**src/rtl/hack_prog_loader.sv**
```systemverilog
// rtl/hack_prog_loader.sv - HACK CPU program loader and run controller
// Optional feature macro: HACK_LOADER_CHECKSUM_EN adds a running checksum of loaded words.
module hack_prog_loader #(
    parameter int DATA_W   = 16,
    parameter int ADDR_W   = 15,
    parameter int PC_W     = 16,
    parameter int RST_HOLD = 4,
    parameter int HALT_CYC = 8,
    parameter int MAX_CYC  = 1000,
    parameter int CYC_W    = 32
) (
    input  logic              clk,
    input  logic              reset,
    input  logic              start,
    input  logic              s_valid,
    input  logic [DATA_W-1:0] s_data,
    input  logic              s_last,
    output logic              s_ready,
    output logic              rom_we,
    output logic [ADDR_W-1:0] rom_addr,
    output logic [DATA_W-1:0] rom_wdata,
    output logic              cpu_reset,
    input  logic [PC_W-1:0]   pc_in,
    output logic              busy,
    output logic              done,
    output logic              halted,
    output logic              timeout,
    output logic              overflow,
    output logic [ADDR_W:0]   words_loaded,
`ifdef HACK_LOADER_CHECKSUM_EN
    output logic [DATA_W-1:0] checksum,
`endif
    output logic [CYC_W-1:0]  cycles
);

    localparam int HOLD_W = $clog2(RST_HOLD + 1);
    localparam int STAB_W = $clog2(HALT_CYC + 1);

    localparam logic [HOLD_W-1:0] HOLD_LAST = HOLD_W'(RST_HOLD - 1);
    localparam logic [STAB_W-1:0] STAB_HALT = STAB_W'(HALT_CYC - 1);
    localparam logic [CYC_W-1:0]  CYC_LIMIT = CYC_W'(MAX_CYC);
    localparam logic [ADDR_W-1:0] ADDR_TOP  = '1;

    typedef enum logic [2:0] {
        ST_IDLE,
        ST_LOAD,
        ST_HOLD,
        ST_RUN,
        ST_DONE
    } state_t;

    state_t            state;
    logic [HOLD_W-1:0] hold_cnt;
    logic [STAB_W-1:0] stab_cnt;
    logic [STAB_W-1:0] stab_next;
    logic [PC_W-1:0]   pc_q;
    logic [CYC_W-1:0]  cycles_next;
    logic              accept;
    logic              pc_same;

    assign accept    = s_valid & s_ready;
    assign rom_we    = accept;
    assign rom_addr  = words_loaded[ADDR_W-1:0];
    assign rom_wdata = s_data;

    // pc_q holds a pre-run value on the first RUN cycle, so that cycle never counts as stable.
    assign pc_same     = (cycles != '0) && (pc_in == pc_q);
    assign stab_next   = pc_same ? stab_cnt + 1'b1 : '0;
    assign cycles_next = cycles + 1'b1;

    always_ff @(posedge clk or posedge reset) begin
        if (reset) begin
            state        <= ST_IDLE;
            cpu_reset    <= 1'b1;
            s_ready      <= 1'b0;
            busy         <= 1'b0;
            done         <= 1'b0;
            halted       <= 1'b0;
            timeout      <= 1'b0;
            overflow     <= 1'b0;
            words_loaded <= '0;
            cycles       <= '0;
            hold_cnt     <= '0;
            stab_cnt     <= '0;
            pc_q         <= '0;
`ifdef HACK_LOADER_CHECKSUM_EN
            checksum     <= '0;
`endif
        end else begin
            pc_q <= pc_in;
            case (state)
                ST_IDLE, ST_DONE: begin
                    if (start) begin
                        state        <= ST_LOAD;
                        cpu_reset    <= 1'b1;
                        s_ready      <= 1'b1;
                        busy         <= 1'b1;
                        done         <= 1'b0;
                        halted       <= 1'b0;
                        timeout      <= 1'b0;
                        overflow     <= 1'b0;
                        words_loaded <= '0;
                        cycles       <= '0;
                        hold_cnt     <= '0;
                        stab_cnt     <= '0;
`ifdef HACK_LOADER_CHECKSUM_EN
                        checksum     <= '0;
`endif
                    end
                end

                ST_LOAD: begin
                    if (accept) begin
                        words_loaded <= words_loaded + 1'b1;
`ifdef HACK_LOADER_CHECKSUM_EN
                        checksum     <= checksum + s_data;
`endif
                        // The top address ends the load even without s_last: no wrap.
                        if (s_last || (rom_addr == ADDR_TOP)) begin
                            state    <= ST_HOLD;
                            s_ready  <= 1'b0;
                            overflow <= ~s_last;
                            hold_cnt <= '0;
                        end
                    end
                end

                ST_HOLD: begin
                    if (hold_cnt == HOLD_LAST) begin
                        state     <= ST_RUN;
                        cpu_reset <= 1'b0;
                        stab_cnt  <= '0;
                    end else begin
                        hold_cnt <= hold_cnt + 1'b1;
                    end
                end

                ST_RUN: begin
                    cycles   <= cycles_next;
                    stab_cnt <= stab_next;
                    // Halt detection takes priority when both end conditions coincide.
                    if (stab_next == STAB_HALT) begin
                        halted    <= 1'b1;
                        state     <= ST_DONE;
                        cpu_reset <= 1'b1;
                        busy      <= 1'b0;
                        done      <= 1'b1;
                    end else if (cycles_next == CYC_LIMIT) begin
                        timeout   <= 1'b1;
                        state     <= ST_DONE;
                        cpu_reset <= 1'b1;
                        busy      <= 1'b0;
                        done      <= 1'b1;
                    end
                end

                default: begin
                    state     <= ST_IDLE;
                    cpu_reset <= 1'b1;
                    s_ready   <= 1'b0;
                    busy      <= 1'b0;
                    done      <= 1'b0;
                end
            endcase
        end
    end

endmodule

```
**config.mk**
```make
export PLATFORM = sky130hd
export DESIGN_NAME = hack_prog_loader
export DESIGN_NICKNAME = d
export VERILOG_FILES = /design/src/rtl/hack_prog_loader.sv
export SDC_FILE = /design/constraint.sdc
export NUM_CORES = 1
export LEC_CHECK = 0
export BUFFER_PORTS_ARGS = -buffer_cell sky130_fd_sc_hd__buf_2
export CELL_PAD_IN_SITES_DETAIL_PLACEMENT = 1
export CELL_PAD_IN_SITES_GLOBAL_PLACEMENT = 1
export CORE_MARGIN = 5
export CORE_UTILIZATION = 37
export CTS_BUF_LIST = sky130_fd_sc_hd__clkbuf_4
export DETAILED_ROUTE_END_ITERATION = 8
export HOLD_SLACK_MARGIN = 0.08
export PLACE_DENSITY_LB_ADDON = 0.1
export SLEW_MARGIN = 20
export SYNTH_ARGS = -nofsm -noshare
export SYNTH_HDL_FRONTEND = slang
export SYNTH_SLANG_ARGS = --single-unit
```
**constraint.sdc**
```tcl
create_clock -name clk -period 2.78 [get_ports clk]
set_input_delay 0.139 -clock clk [delete_from_list [all_inputs] [get_ports clk]]
set_output_delay 0.139 -clock clk [all_outputs]
set_load 0.03 [all_outputs]
```
# Word-level counts from Yosys, hierarchy flattened
# Index checks and enable logic that the tools add are counted.
# op_classes
addsub	4
n_eq_ne	18
muxes	41
bitwise_logic	5
reduce_logical	22
# ops
op	n
32-bit one-hot mux with 2 select lines	1
32-bit by 1-bit adder with 32-bit output (second input constant)	1
32-bit by 10-bit equality test with 1-bit output (second input constant)	1
16-bit two-way mux	2
32-bit two-way mux	1
16-bit one-hot mux with 2 select lines	1
32-bit nonzero test	1
3-bit two-way mux	10
16-bit by 1-bit adder with 16-bit output (second input constant)	1
16-bit equality test	1
2-bit inequality test (second input constant)	8
4-bit AND reduction	4
15-bit equality test (second input constant)	1
1-bit two-way mux	13
4-bit two-way mux	3
3-bit one-hot mux with 4 select lines	1
4-bit one-hot mux with 3 select lines	1
3-bit AND reduction	4
5-bit AND reduction	2
3-bit by 2-bit equality test with 1-bit output (second input constant)	3
1-bit one-hot mux with 3 select lines	3
3-bit one-hot mux with 3 select lines	1
1-bit one-hot mux with 2 select lines	3
3-bit nonzero test	2
15 further kinds	21
# word_totals
ff_bits	81
inputBits	37
output_inout_bits	87

# Depth between registers and ports, before layout
# Gate-level depths: netlist of run 1.
# depth
depth_word	6
ltp_mapped	11

# Worst setup path before layout of run 1
# OpenSTA, ideal clock, no wires.
# synth_timing
kind	register to register
start	reg cycles[0]
end	reg busy
setup_time_ns	0.126
t_arrival_ns	2.865
setup_slack_ns	-0.211
stages_incl_launch_ff	12
n_path_buf	2
cell_sequence	dfrtp_1 > ha_1 > buf_2 > nand4_4 > or4_1 > buf_2 > nor4_1 > mux2_1 > o2bb2ai_2 > nor4_4 > nor2_1 > o32a_1
# synth_between
elab_chain_cells	6
word_cells_on_any_way	10
cone_classes	1 x add/sub; 3 x eq/ne; 3 x mux; 3 x reduce/logical
# synth_lines
item	line_no	rtl
from (decl)	33	output logic [CYC_W-1:0] cycles
from (signal assigned)	139	cycles <= cycles_next;
branches (longest 6 deep; another with 32-bit by 1-bit adder with 32-bit output)	--	
to (signal assigned)	76	busy <= 1'b0;
to (signal assigned)	146	busy <= 1'b0;
to (signal assigned)	152	busy <= 1'b0;
to (decl)	24	output logic busy,
# Several ways; the timed one is not identified.
# A chain may end at the register's enable or synchronous reset.

# Final worst setup path of run 1
# layout_timing
start	reg cycles[1]
end	reg state[0]
# layout_between
elab_chain_cells	6
word_cells_on_any_way	10
cone_classes	1 x add/sub; 3 x eq/ne; 3 x mux; 3 x reduce/logical
# layout_lines
item	line_no	rtl
branches (longest 6 deep; another with 32-bit by 1-bit adder with 32-bit output)	--	
to (signal assigned)	73	state <= ST_IDLE;
to (signal assigned)	144	state <= ST_DONE;
to (signal assigned)	150	state <= ST_DONE;
to (decl)	52	state_t state;
# Several ways; the timed one is not identified.

==> flow_metrics.py, run 1 <==
metrics = {
    "status": {
        "status": "complete, no violations",
    },
    "cts": {
        "cts_tree": "done",
        "clock_path_buffers": 2,
        "numCtsBuffers": 9,
        "clkLatencyLatePin_ps": 480,
        "cts_max_level": 3,
        "cts-root-buf": "clkbuf_4",
        "clkSinkCount": 81,
        "clk_pin_slew_worst_paths_ps": 150,
    },
    "run": {
        "maxCapViolCount": 0,
    },
    "logic_synthesis": {
        "synth_compound_area_share_pct": 15.02,
        "synth_cells": 563,
        "synthAdderAreaFrac_pct": 1.773,
        "synth-simple-area-share_pct": 24.36,
        "synth_edf_count": 0,
        "syn-num-nets": 607,
        "ys_types": 60,
        "synth-seq-area-share_pct": 41.05,
        "synth_top_family_by_area": "simple AND/OR/NAND/NOR gates",
        "synthMuxAreaShare_pct": 1.367,
        "ys_top_cells_by_area": "dfrtp_1, o21ai_0, buf_4, xor2_1, nand2_1",
        "synth_top_area_cell": "dfrtp_1",
        "yosysWarnings": 0,
        "ys_async_sr_fraction_pct": 100.0,
        "ys.flop_type": "dfrtp_1",
        "synth_area_sq_um": 4941,
        "synth_top_area_share_pct": 40.52,
        "yosys_register_bits": 81,
        "synth_xor_area_share_pct": 7.445,
        "avgSynthCellArea_sq_um": 8.776,
    },
    "setup_path": {
        "end_kind": "flop",
        "r2r-start": "cycles[1]",
        "worstPathArrival_ps": 3130,
        "critPathLaunchType": "flop",
        "slowest_delay_ps": 620,
        "cp_cell_sequence": "ha_4, nand4_4, or4_4, buf_4, nor3_1, nor4_2, o211ai_1, nor4_4, o21ai_2, mux2_4",
        "path_max_fanout": 6,
        "regToRegEndpoint": "state[0]",
        "cp-startpoint": "cycles[1]",
        "slowest_stage": "or4_4",
        "setup.worst_path.class": "reg -> reg",
        "r2r_slack_ps": 20,
        "cp_data_required_time_ps": 3150,
        "r2r_cells": 10,
    },
    "layout": {
        "syn_to_final_growth_pct": 24.54,
        "nets": 726,
        "drive_gt1_share_pct": 30.90,
        "diodes": 0,
        "fin_util_pct": 46.65,
        "fillers": 1583,
    },
    "timing": {
        "slew_viol_final": 0,
        "period_needed_ps": 2764,
        "fin_skew_ps": 23.39,
        "fmax_mhz": 361.8,
        "hold_viol_final": 0,
        "timing.slew.headroom_pct": 66.83,
        "worst_pin_slew_ps": 495.8,
        "rsz0062_at_grt": "yes",
        "hold_slack_ps": 268.8,
        "post-route-period-util_pct": 99.42,
        "finalSetupViolations": 0,
    },
    "floorplan": {
        "die_y_microns": 125.6,
        "die_x_microns": 125.6,
        "die_area_sq_um": 15770,
        "core_sq_um": 13190,
        "row_count": 42,
        "ios": 124,
        "initial_core_util_pct": 37.46,
    },
    "power_and_ir_drop": {
        "pwr-share-clk_pct": 19.3,
        "p_sw_w": 0.001419,
        "vdd_drop_max_mv": 0.3116,
        "p_int_w": 0.001896,
        "power.density_nw_per_um2": 538.8,
        "seq_power_share_pct": 41.8,
        "p_comb_share_pct": 38.9,
        "p_sw_share_pct": 42.81,
        "p_leak_nw": 2.854,
    },
    "drt": {
        "detail_route.first_pass.iterations": 4,
        "drc": 0,
        "vias": 4692,
        "post_drt_wl_per_cell_microns": 18.19,
        "finalWirelength_mm": 15.68,
        "antenna_left": 0,
        "via_per_inst": 5.443,
        "drtIter0Drc": 209,
    },
    "placement": {
        "io_buffers": 91,
        "place_congestion": 0.8752,
        "hpwlAfterDp_mm": 11.17,
    },
    "global_routing": {
        "grt_overflow": 0,
        "met1_usage_pct": 26.19,
        "busiest_layer": "met2",
        "grt_pass1_vias": 4869,
        "grt_start_max_net_pins": 82,
        "met3_usage_pct": 4.947,
        "grtUsageTotal_pct": 20.14,
        "antenna_found_initial": 0,
        "met2_usage_pct": 33.70,
        "grt_pass1_wl_mm": 25.90,
    },
    "hold_path": {
        "worstHoldPathType": "in -> async",
    },
}
==> worst max path at each step <==
stage                     depth (start not counted)  slack [ps]  endpoint
after floorplan                                  11         0.2      busy
after global placement                            9           8      busy
after detailed placement                          9         -20      busy
after CTS                                         9          10      busy
after global routing                              9        -120  state[0]
final                                            10          20  state[0]
==> stage by stage <==
stage	power [W]	std cells	setup slack, ps	setup TNS, ps	area [sq um]
finish	0.003316	862	16.04	0	6153
global route	0.003541	862	-116.9	-259.0	6153
CTS	0.003331	851	12.96	0	5993
detailed placement	0.002648	816	-23.24	-41.72	5667
global placement	0.002623	816	7.749	0	5667
floorplan	0.002239	563	0.2334	0	4961
==> registers in the layout, indices dropped and copies added, names as in the netlist, 3 cells and up <==
register      count
cycles           32
pc_q             16
words_loaded     16
stab_cnt          4
state             3
hold_cnt          3
==> synthesized netlist by cell type, types with 4 or more instances <==
master,instances
nor2_1,46
a21oi_1,22
ha_1,7
o21ai_0,62
buf_4,34
clkbuf_1,23
nand2_1,48
nor4_1,18
inv_1,9
a31oi_1,6
xnor2_1,18
xor2_1,24
nand3_1,25
o41ai_1,5
and3_1,6
o31ai_1,4
buf_2,11
dfrtp_1,80
nand4_1,22
nor3_1,16
or3_1,4
and2_1,7
==> worst max-delay path, delay by kind of cell (launching register included) <==
kind	cells	cell delay, ps
and+or+nand+nor	5	1150
DFF	1	450
AOI/OAI and AO/OA	2	390
muxes	1	320
adders and majority gates	1	180
buffers and inverters	1	170
==> logic make-up (layout without fill, tap and decap cells) <==
kind of cell / count (synthesis) / count (layout)
compound gates: 125 / 125
xor+xnor: 42 / 42
fa+ha+maj: 7 / 7
buf+inv: 80 / 203
flops: 81 / 81
mux: 6 / 6
simple gates: 222 / 222
==> per-layer routing <==
metal,wire length [microns],vias to the layer above
met3,783,18
li1,-,2213
met4,215,0
met2,7570,111
met5,0,-
met1,7111,2350
==> repair_timing <==
item | CTS | global route
gates cloned | 0 | 0
pin swaps | 0 | 9
setup endpoints to repair | 3 | 6
hold buffers | 20 | 0
endpoints found under the hold margin | 101 | 0
gates resized for setup | 2 | 18
buffers inserted | 0 | 11
==> layout make-up <==
cell class                 instances  area (sq um)  area share, %
timing repair buffer             178          1171          19.03
multi-input combinational        402          2574          41.83
clock inverter                     6         46.29         0.7523
inverter                          10         38.79         0.6303
tap                              176         220.2          3.579
clock buffer                       9         67.56          1.098
sequential                        81          2036          33.08
==> placed cells by master, fill, tap and decap left out, types with 13 or more instances in the layout <==
master and count:
buf_2 91, dfrtp_1 74, buf_4 66, o21ai_0 62
nand2_1 48, nor2_1 45, nand3_1 24, xor2_1 24
a21oi_1 22, nand4_1 22, dlygate4sd3_1 20, xnor2_1 18
nor4_1 14, nor3_1 13
==> power groups by stage <==
| stage | clock [W] | sequential, W | combinational (W) |
|---|---|---|---|
| finish | 0.000639 | 0.00139 | 0.00129 |
| detailed placement | 0 | 0.00141 | 0.00123 |
| CTS | 0.000676 | 0.00139 | 0.00127 |
| floorplan | 0 | 0.00147 | 0.000771 |
| global placement | 0 | 0.00141 | 0.00122 |
| global route | 0.000712 | 0.00140 | 0.00143 |
No activity file was read; power rests on OpenSTA's default activity.
==> inputs of run 2 (changes only) <==
clock period = 2.45 ns   (was 2.78 ns; I/O delays follow)
==> flow_metrics.py, run 2 (same netlist as run 1, synthesis figures left out) <==
metrics = {
    "status": {
        "status": "complete, but fails checks",
        "violations": "negative setup slack",
    },
    "layout": {
        "largest_register_ffs": 32,
        "mostFrequentLayoutCell": "buf_4",
        "syn_to_final_growth_pct": 37.71,
        "final_cell_mix": "buf_4, buf_2, dfrtp_1, o21ai_0, nand2_1",
        "finalInstanceArea_sq_um": 6804,
        "regMostFlops": "cycles",
        "stdcell_count": 923,
        "diodes": 0,
        "fillers": 1564,
        "drive_gt1_share_pct": 38.55,
        "nets": 786,
        "reg_top3": "cycles x32, pc_q x16, words_loaded x16",
    },
    "global_routing": {
        "antenna_found_initial": 0,
        "grt_pass1_wl_mm": 27.86,
        "grt_start_max_net_pins": 82,
        "grt_pass1_vias": 5304,
        "grt_overflow": 0,
        "grtUsageTotal_pct": 21.58,
    },
    "drt": {
        "post_drt_wl_per_cell_microns": 18.22,
        "drtIter0Drc": 174,
        "drc": 0,
        "finalWirelength_mm": 16.82,
        "via_per_inst": 5.350,
        "detail_route.first_pass.iterations": 4,
        "vias": 4938,
        "antenna_left": 0,
    },
    "power_and_ir_drop": {
        "vdd_drop_max_mv": 0.3443,
        "p_leak_nw": 3.232,
        "power.density_nw_per_um2": 631.0,
        "total_power_w": 0.004293,
    },
    "floorplan": {
        "die_y_microns": 125.6,
        "core_sq_um": 13190,
        "ios": 124,
        "row_count": 42,
        "initial_core_util_pct": 37.46,
        "die_area_sq_um": 15770,
        "die_x_microns": 125.6,
    },
    "cts": {
        "cts-root-buf": "clkbuf_4",
        "numCtsBuffers": 9,
        "cts_max_level": 3,
        "clkSinkCount": 81,
        "cts_tree": "done",
        "clock_path_buffers": 2,
        "clk_pin_slew_worst_paths_ps": 140,
        "clkLatencyLatePin_ps": 460,
    },
    "setup_path": {
        "cp_data_required_time_ps": 2800,
        "setup.worst_path.class": "reg -> reg",
        "end_kind": "flop",
        "critPathLaunchType": "flop",
        "path_max_fanout": 5,
        "worstPathArrival_ps": 3080,
    },
    "timing": {
        "timing.slew.headroom_pct": 69.16,
        "fin_skew_ps": 19.22,
        "rsz0062_at_grt": "yes",
        "slew_viol_final": 0,
        "fmax_mhz": 366.0,
        "hold_viol_final": 0,
        "period_needed_ps": 2732,
        "worst_pin_slew_ps": 459.1,
        "finalSetupViolations": 7,
        "post-route-period-util_pct": 111.5,
        "worst_slack_ps": -282.0,
    },
    "placement": {
        "dpl.cell_count": 866,
        "hpwlAfterDp_mm": 12.10,
        "io_buffers": 91,
        "place_congestion": 0.8297,
        "placed_cell_area_sq_um": 6081,
    },
    "hold_path": {
        "worstHoldPathType": "in -> out",
    },
    "run": {
        "maxCapViolCount": 0,
    },
}
## run 2: cell types whose count changed in the layout (fill, tap and decap cells not counted), sizes merged
cell / delta
clkinv: -3
inv: +1
bufinv: +3
buf: +60
## run 2: timing repair
item	CTS	global route
setup buffers	13	8
pin swaps	12	9
gates resized for setup	28	12
endpoints found under the setup margin	9	8
gates cloned	0	0
hold buffers	20	0
endpoints found under the hold margin	101	0
## run 2: area by class of cell
cell class	count	area, sq um	share of cell area, %
multi-input combinational	402	2651	38.97
sequential	81	2042	30.01
timing repair buffer	238	1665	24.48
tap	176	220.2	3.236
clock inverter	7	116.4	1.710
clock buffer	9	67.56	0.9930
inverter	10	41.29	0.6068
## run 2: where the power goes
| part | switching, W | internal [W] | leakage [nW] |
|---|---|---|---|
| logic | 0.00105 | 0.000656 | 2.07 |
| registers | 0.000124 | 0.00144 | 1.06 |
| clock network | 0.000501 | 0.000516 | 0.0963 |
| total | 0.00168 | 0.00261 | 3.23 |
## run 2: critical path, cell delays in order, from the launching register on
cell      delay [ps]
dfrtp_2          430
ha_4             170
nand4_4          100
or4_4            580
buf_6            170
nor3_1           180
nor4_1           100
o211ai_1         170
nor4_4            70
buf_4            170
o21ai_4          180
mux2_4           310
## run 2: final timing paths
| check | from | endpoint | slack (ps) | cells after the start |
|---|---|---|---|---|
| min | s_data[2] | rom_wdata[2] | 250 | 0 |
| max | cycles[0] | state[0] | -280 | 11 |
| min reg2reg | hold_cnt[2] | hold_cnt[2] | 500 | 2 |
| max reg2reg | cycles[0] | state[0] | -280 | 11 |
| max in group asynchronous | reset | cpu_reset | 1770 | 4 |
| min in group asynchronous | reset | cycles[18] | 320 | 4 |
## run 2: metrics by stage
stage	hold slack [ps]	utilization, %	TNS [ps]	setup WS, ps
final	245.0	51.58	-1264	-282.0
after CTS	245.2	50.83	-1167	-255.2
after global placement	245.2	46.10	-1301	-289.0
after floorplan	153.9	-	-1077	-283.1
after detailed placement	245.2	46.10	-1752	-362.1
after global routing	245.0	51.58	-1907	-348.2
## run 2: metal layers
layer / share of wire (%) / vias up / track usage (%)
met4: 1.2 / 0 / 5.485
li1: - / 2347 / -
met1: 44 / 2469 / 26.81
met5: 0 / - / 0
met3: 3.9 / 18 / 4.051
met2: 51 / 104 / 38.48
==> inputs of run 3 (changes only) <==
==> constraint.sdc (replaced) <==
create_clock -name clk -period 2.45 [get_ports clk]
set_input_delay 0.1225 -clock clk [delete_from_list [all_inputs] [get_ports clk]]
set_output_delay 0.1225 -clock clk [all_outputs]
set_load 0.005 [all_outputs]
==> flow_metrics.py, run 3 (same netlist as run 1, synthesis figures left out) <==
metrics = {
    "timing": {
        "worst_pin_slew_ps": 674.8,
        "worst_slack_ps": -232.4,
        "hold_slack_ps": 245.0,
        "fmax_mhz": 372.8,
        "hold_viol_final": 0,
        "timing.slew.headroom_pct": 54.96,
        "finalSetupViolations": 7,
        "fin_skew_ps": 23.38,
        "rsz0062_at_grt": "yes",
        "slew_viol_final": 0,
        "post-route-period-util_pct": 109.5,
        "period_needed_ps": 2682,
    },
    "setup_path": {
        "critPathLaunchType": "flop",
        "cp_cell_sequence": "buf_4, buf_4, and4_1, nand3_1, nor3_2, nor4_2, o211ai_1, nor4_4, o21ai_2, mux2_4",
        "cp_data_required_time_ps": 2800,
        "setup.worst_path.class": "reg -> reg",
        "slowest_stage": "dfrtp_2",
        "path_max_fanout": 4,
        "worstPathArrival_ps": 3040,
        "end_kind": "flop",
        "path_common_cell": "buf_4",
        "slowest_delay_ps": 490,
    },
    "floorplan": {
        "initial_core_util_pct": 37.46,
        "core_sq_um": 13190,
        "die_x_microns": 125.6,
        "row_count": 42,
        "ios": 124,
        "die_area_sq_um": 15770,
        "die_y_microns": 125.6,
    },
    "global_routing": {
        "grt_overflow": 0,
        "grt_start_max_net_pins": 39,
        "grtUsageTotal_pct": 21.18,
        "antenna_found_initial": 0,
        "grt_pass1_wl_mm": 27.17,
        "grt_pass1_vias": 5219,
    },
    "layout": {
        "fin_util_pct": 51.72,
        "reg_top3": "cycles x32, pc_q x16, words_loaded x16",
        "diodes": 0,
        "regMostFlops": "cycles",
        "largest_register_ffs": 32,
        "regArea_sq_um": 2037,
        "nets": 791,
        "final_cell_mix": "buf_4, buf_2, dfrtp_1, o21ai_0, nand2_1",
        "multi_input_area_sq_um": 2695,
        "stdcell_count": 928,
        "finalInstanceArea_sq_um": 6822,
        "mostFrequentLayoutCell": "buf_4",
        "fillers": 1549,
        "drive_gt1_share_pct": 38.83,
        "syn_to_final_growth_pct": 38.06,
    },
    "drt": {
        "finalWirelength_mm": 16.65,
        "vias": 4938,
        "drc": 0,
        "via_per_inst": 5.321,
        "detail_route.first_pass.iterations": 4,
        "drtIter0Drc": 179,
        "antenna_left": 0,
        "post_drt_wl_per_cell_microns": 17.94,
    },
    "power_and_ir_drop": {
        "power.density_nw_per_um2": 565.6,
        "p_leak_nw": 3.295,
        "vdd_drop_max_mv": 0.3599,
    },
    "status": {
        "status": "complete, but fails checks",
        "violations": "negative setup slack",
    },
    "cts": {
        "cts-root-buf": "clkbuf_4",
        "cts_tree": "done",
        "clkLatencyLatePin_ps": 470,
        "clock_path_buffers": 2,
        "numCtsBuffers": 9,
        "cts_max_level": 3,
        "clkSinkCount": 81,
        "clk_pin_slew_worst_paths_ps": 160,
    },
    "hold_path": {
        "worstHoldPathType": "in -> out",
    },
    "run": {
        "maxCapViolCount": 0,
    },
    "placement": {
        "place_congestion": 0.8492,
        "placed_cell_area_sq_um": 6133,
        "hpwlAfterDp_mm": 12.38,
        "dpl.cell_count": 877,
        "io_buffers": 91,
        "place_ws_ps": -349.5,
    },
}
==> run 3: cell types whose count changed in the layout (fill, tap and decap cells not counted), moves of 4 or more <==
cell,change
buf_4,+7
dfrtp_2,-4
nor4_1,-4
dfrtp_1,+4
==> run 3: report_power, final <==
group	total, W	leakage, nW	switching (W)	internal, W
logic	0.00138	2.15	0.000834	0.000551
clock network	0.000888	0.0794	0.000557	0.000330
registers	0.00159	1.07	0.000144	0.00144
==> run 3: area by class of cell <==
| class | count | area share, % |
|---|---|---|
| Clock buffer | 9 | 0.9905 |
| Clock inverter | 7 | 1.229 |
| Inverter | 10 | 0.5869 |
| Multi-Input combinational cell | 402 | 39.51 |
| Sequential cell | 81 | 29.86 |
| Tap cell | 176 | 3.228 |
| Timing Repair Buffer | 243 | 24.60 |
==> run 3: repair_timing <==
| item | in CTS | in global routing |
|---|---|---|
| hold buffers | 20 | 0 |
| hold endpoints to repair | 55 | 0 |
| setup endpoints to repair | 7 | 8 |
| setup buffers | 11 | 4 |
| gates resized for setup | 27 | 18 |
| pin swaps | 15 | 14 |
==> run 3: final timing paths <==
kind / from / endpoint / slack (ps) / cells past startpoint
max: cycles[13] / state[0] / -230 / 10
min: s_data[0] / rom_wdata[0] / 250 / 0
max reg2reg: cycles[13] / state[0] / -230 / 10
min reg2reg: timeout / timeout / 520 / 2
max in group asynchronous: reset / cpu_reset / 1540 / 4
min in group asynchronous: reset / cycles[5] / 260 / 3
==> run 3: metal layers <==
| metal | GRT usage (%) | wire, microns | part of all wire, % |
|---|---|---|---|
| met1 | 26.81 | 7101 | 43 |
| met2 | 37.35 | 8431 | 51 |
| met5 | 0 | 0 | 0 |
| met3 | 3.582 | 903 | 5.4 |
| met4 | 5.740 | 212 | 1.3 |
==> run 3: worst max-delay path, delay by kind of cell (launching register included) <==
family | cells | cell delay [ps]
AOI/OAI and AO/OA | 2 | 340
and+or+nand+nor | 5 | 1140
buffers and inverters | 2 | 290
muxes | 1 | 310
DFF | 1 | 490
==> run 3: stage by stage <==
step / total power, W / setup TNS, ps
final: 0.003858 / -949.5
after global routing: 0.004106 / -1948
after CTS: 0.003886 / -1253
after detailed placement: 0.002902 / -1605
after global placement: 0.002863 / -982.9
after floorplan: 0.002377 / -462.2
